### config.mk
export PLATFORM = sky130hd
export DESIGN_NAME = matrix_decompiler
export DESIGN_NICKNAME = d
export VERILOG_FILES = /design/src/rtl/matrix_decompiler.sv
export SDC_FILE = /design/constraint.sdc
export NUM_CORES = 1
export LEC_CHECK = 0
export ABC_AREA = 0
export CELL_PAD_IN_SITES_DETAIL_PLACEMENT = 1
export CELL_PAD_IN_SITES_GLOBAL_PLACEMENT = 1
export CORE_MARGIN = 1
export CORE_UTILIZATION = 38
export CTS_CLUSTER_DIAMETER = 150
export DETAILED_ROUTE_END_ITERATION = 10
export PLACE_DENSITY = 0.77
export SLEW_MARGIN = 0
export SYNTH_ARGS = -nofsm -noshare
export SYNTH_HDL_FRONTEND = slang
export SYNTH_SLANG_ARGS = --single-unit
export TNS_END_PERCENT = 20
### constraint.sdc
create_clock -name clk -period 2.4 [get_ports clk]
set_clock_uncertainty 0.1 [all_clocks]
set_input_delay 0.24 -clock clk [delete_from_list [all_inputs] [get_ports clk]]
set_output_delay 0.24 -clock clk [all_outputs]
set_load 0.05 [all_outputs]
### src/rtl/matrix_decompiler.sv
// ============================================================================
// Module      : matrix_decompiler
// Description : Unpacks a framed byte stream (header, row-major matrix,
//               XOR checksum) into addressed element writes.
// Revision    : 1.0 - initial release
// ============================================================================
`default_nettype none

module matrix_decompiler #(
    parameter int           ROWS        = 32,
    parameter int           COLS        = 32,
    parameter int           ADDR_W      = 5,
    parameter logic [7:0]   HEADER_BYTE = 8'hA5
) (
    input  logic              clk,
    input  logic              rst,
    input  logic              axiiv,
    input  logic [7:0]        axiid,
    output logic              valid_data_out,
    output logic [ADDR_W-1:0] row_addr,
    output logic [ADDR_W-1:0] col_addr,
    output logic [7:0]        matrix_element,
    output logic              matrix_done,
    output logic              frame_error
);

    localparam logic [1:0] S_IDLE    = 2'd0;
    localparam logic [1:0] S_PAYLOAD = 2'd1;
    localparam logic [1:0] S_CHECK   = 2'd2;
    localparam logic [1:0] S_DRAIN   = 2'd3;

    localparam logic [ADDR_W-1:0] c_row_last = ADDR_W'(ROWS - 1);
    localparam logic [ADDR_W-1:0] c_col_last = ADDR_W'(COLS - 1);

    logic [1:0]        r_state;
    logic [ADDR_W-1:0] r_row;
    logic [ADDR_W-1:0] r_col;
    logic [7:0]        r_acc;
    // High on the first cycle after reset release: a frame still in flight
    // at that point is the tail of an abandoned frame and is drained silently.
    logic              r_rst_q;

    always_ff @(posedge clk) begin
        if (!rst) begin
            r_state        <= S_IDLE;
            r_row          <= '0;
            r_col          <= '0;
            r_acc          <= '0;
            r_rst_q        <= 1'b1;
            valid_data_out <= 1'b0;
            row_addr       <= '0;
            col_addr       <= '0;
            matrix_element <= '0;
            matrix_done    <= 1'b0;
            frame_error    <= 1'b0;
        end else begin
            r_rst_q        <= 1'b0;
            valid_data_out <= 1'b0;
            matrix_done    <= 1'b0;
            frame_error    <= 1'b0;

            case (r_state)
                S_IDLE: begin
                    if (axiiv) begin
                        if (r_rst_q) begin
                            r_state <= S_DRAIN;
                        end else if (axiid == HEADER_BYTE) begin
                            r_state <= S_PAYLOAD;
                            r_row   <= '0;
                            r_col   <= '0;
                            r_acc   <= '0;
                        end else begin
                            frame_error <= 1'b1;
                            r_state     <= S_DRAIN;
                        end
                    end
                end

                S_PAYLOAD: begin
                    if (axiiv) begin
                        valid_data_out <= 1'b1;
                        matrix_element <= axiid;
                        row_addr       <= r_row;
                        col_addr       <= r_col;
                        r_acc          <= r_acc ^ axiid;
                        if (r_col == c_col_last) begin
                            r_col <= '0;
                            if (r_row == c_row_last) begin
                                r_row   <= '0;
                                r_state <= S_CHECK;
                            end else begin
                                r_row <= r_row + 1'b1;
                            end
                        end else begin
                            r_col <= r_col + 1'b1;
                        end
                    end else begin
                        frame_error <= 1'b1;
                        r_state     <= S_IDLE;
                    end
                end

                S_CHECK: begin
                    if (axiiv) begin
                        if (axiid == r_acc) begin
                            matrix_done <= 1'b1;
                        end else begin
                            frame_error <= 1'b1;
                        end
                        r_state <= S_DRAIN;
                    end else begin
                        frame_error <= 1'b1;
                        r_state     <= S_IDLE;
                    end
                end

                S_DRAIN: begin
                    if (!axiiv) begin
                        r_state <= S_IDLE;
                    end
                end

                default: r_state <= S_IDLE;
            endcase
        end
    end

endmodule

`default_nettype wire

==> flow_summary.ini <==
[worst_setup_path]
cp.arrival_ns = 2.02
crit_chain = clkdlybuf4s50_1, nand4b_1, o41a_1, or2_4, o21ai_0, a21oi_1
worstSetupStartpoint = axiid[7]
start_kind = input pin
worst_setup_path_end_kind = flop
required_ns = 2.48
cp_slowest_cell = clkdlybuf4s50_1
critPathCapture = r_acc[0]$_SDFFE_PN0P_
reg2reg_slack_ns = 0.48
crit_type = input pin to flop
rr_startpoint = r_col[0]$_SDFFE_PN0P_
critPathMaxFanout = 12
cp_slowest_stage_delay_ns = 0.55
reg2reg_to = r_row[4]$_SDFFE_PN0P_
rr_worst_depth = 6

[floorplanning]
io_pins = 32
die_width_um = 71.6
fp.coreArea_um2 = 4500
die_y_um = 71.6
dieArea_um2 = 5120
rows = 24
start_util = 0.408

[placement]
place_congestion = 0.819
placedInstanceArea_um2 = 2250
hpwlAfterDp_um = 3470
port_buffers = 31
place_inst = 314

[synth]
synth_edf_count = 0
synth.net_count = 246
yosys_register_bits = 42
async_flop_share = 0
synth_top_area_frac = 0.457
synth.distinct_cells = 39
syn_area_um2 = 1840
ys.flop_type = dfxtp_1
yosys_warnings = 0
synthCells = 231
yosysTopAreaCell = dfxtp_1
synth_area_leaders = dfxtp_1 (46%), nand2_1 (9.8%), a21oi_1 (8.2%), nor2_1 (4.1%), ha_1 (2.7%)
syn_area_per_cell_um2 = 7.96
seq_area_frac_synth = 0.457

[grt]
grt_remaining_overflow = 0
grt_pass1_vias = 1718
grt_pass1_wl_um = 8210
grt_antenna_before_repair = 0
grt_max_degree = 19
grt_use_total = 0.210

[clock_tree]
cts_buffers = 5
post-cts-setup-buffers = 0
ctsResizeCount = 0
ctsHoldBuffers = 0
clkTransAtPathRegs_ns = 0.08
tritoncts = done
clkSinkCount = 42
htreeDepth = 2
ctsRootBufferMaster = clkbuf_8
clockBufferDepth = 2
clkLatencyLatePin_ns = 0.29

[layout]
final_common_cell = nand2_1
fin_area_um2 = 2330
multi_input_area_um2 = 918
antenna_cells = 0
final-seq-area_um2 = 841
drive_gt1_frac = 0.0818
nets = 284
nFillCells = 559
area_growth_pct = 26.7
layout_common_cells = nand2_1 (48), dfxtp_1 (42), clkdlybuf4s50_1 (31)
fin_cells = 321

[timing]
finalHoldViolations = 0
relSlewSlack = 0.651
maxSlewViolCount = 0
tightest_slew_ns = 0.522
rsz0062_at_grt = no
min_period_ns = 1.94
clock.fmax_mhz = 515
hold_slack_ns = 0.355
fin_crit_sh = 0.809
setup-violations-final = 0
tns_ns = 0

[power_and_ir_drop]
p_sw_frac = 0.259
seq_power_share = 0.553
vdd_drop_max_v = 0.000235
p_leak_nw = 0.848
clock_power_share = 0.330
combPwrFrac = 0.117
netSwitchingPower_mw = 0.338
power.density_nw_per_um2 = 559
p_total_mw = 1.30
p_int_mw = 0.965

[drt]
vias = 1716
ant_nets = 0
first_pass_iters = 4
remaining_drc_errors = 0
first_iter_violations = 101
routed_via_density = 5.35
wirelength_um = 4820
wl_per_cell_um = 15.0

[min_path]
hold_path_class = flop to flop

[job]
cap_violations = 0

[outcome]
status = finished clean
==> kinds of logic after synthesis <==
logic type	synth area share
AO/OA/AOI/OAI	0.180
adder cells (fa/ha/maj)	0.0272
XOR/XNOR	0.0143
AND/OR/NAND/NOR	0.267
buffers and inverters	0.0435
flip-flops	0.457
multiplexers	0.0109
==> layer usage <==
layer / up-vias / global-route usage / routed length (µm)
met5: - / 0 / 0
met1: 817 / 0.274 / 2350
met2: 28 / 0.341 / 2270
li1: 864 / - / -
met4: 0 / 0.0784 / 62
met3: 7 / 0.0492 / 143
==> cell usage after synthesis, types with 4 or more instances <==
| master | number |
|---|---|
| nor2b_1 | 4 |
| nand3b_1 | 4 |
| o21ai_1 | 6 |
| dfxtp_1 | 42 |
| nand3_1 | 7 |
| ha_1 | 4 |
| inv_1 | 7 |
| o21ai_0 | 5 |
| nor2_1 | 20 |
| nand2b_1 | 7 |
| nand2_1 | 48 |
| clkbuf_1 | 8 |
| a21oi_1 | 30 |
==> worst max-delay path, delay by kind of cell <==
family / cells / cell delay, ns
AOI/OAI and AO/OA: 3 / 0.73
buffers and inverters: 1 / 0.55
and+or+nand+nor: 2 / 0.50
==> through the flow <==
step                utilization  setup WS [ns]
finish                    0.517          0.458
global route              0.517          0.371
CTS                       0.517          0.466
detailed placement        0.500          0.146
global placement          0.500          0.198
floorplan                     -          0.724
==> how the worst min path moves through the flow <==
stage / from / end / cells past startpoint
global route: matrix_element[2]$_SDFFE_PN0P_ / matrix_element[2]$_SDFFE_PN0P_ / 2
detailed placement: matrix_element[4]$_SDFFE_PN0P_ / matrix_element[4]$_SDFFE_PN0P_ / 2
finish: matrix_element[4]$_SDFFE_PN0P_ / matrix_element[4]$_SDFFE_PN0P_ / 2
floorplan: axiid[0] / matrix_element[0]$_SDFFE_PN0P_ / 2
global placement: matrix_element[2]$_SDFFE_PN0P_ / matrix_element[2]$_SDFFE_PN0P_ / 2
CTS: matrix_element[4]$_SDFFE_PN0P_ / matrix_element[4]$_SDFFE_PN0P_ / 2
==> layout make-up <==
cell class                 count  area share
inverter                       7      0.0113
tap                           52      0.0279
clock buffer                   5      0.0295
multi-input combinational    170       0.394
sequential                    42       0.361
timing repair buffer          43       0.172
clock inverter                 2     0.00430
==> power by group through the flow <==
stage / registers [mW] / clock network, mW / logic, mW
2_1_floorplan: 0.755 / 0 / 0.0671
3_3_place_gp: 0.737 / 0 / 0.151
3_5_place_dp: 0.737 / 0 / 0.153
4_1_cts: 0.721 / 0.451 / 0.154
5_1_grt: 0.723 / 0.485 / 0.167
6_report: 0.721 / 0.430 / 0.153
==> flip-flops by register name, indices dropped and copies added, names as in the netlist <==
| register | cells |
|---|---|
| r_row | 5 |
| matrix_done | 1 |
| matrix_element | 8 |
| valid_data_out | 1 |
| row_addr | 5 |
| r_state | 2 |
| r_rst_q | 1 |
| r_acc | 8 |
| frame_error | 1 |
| col_addr | 5 |
| r_col | 5 |
No activity file was read; power rests on OpenSTA's default activity.
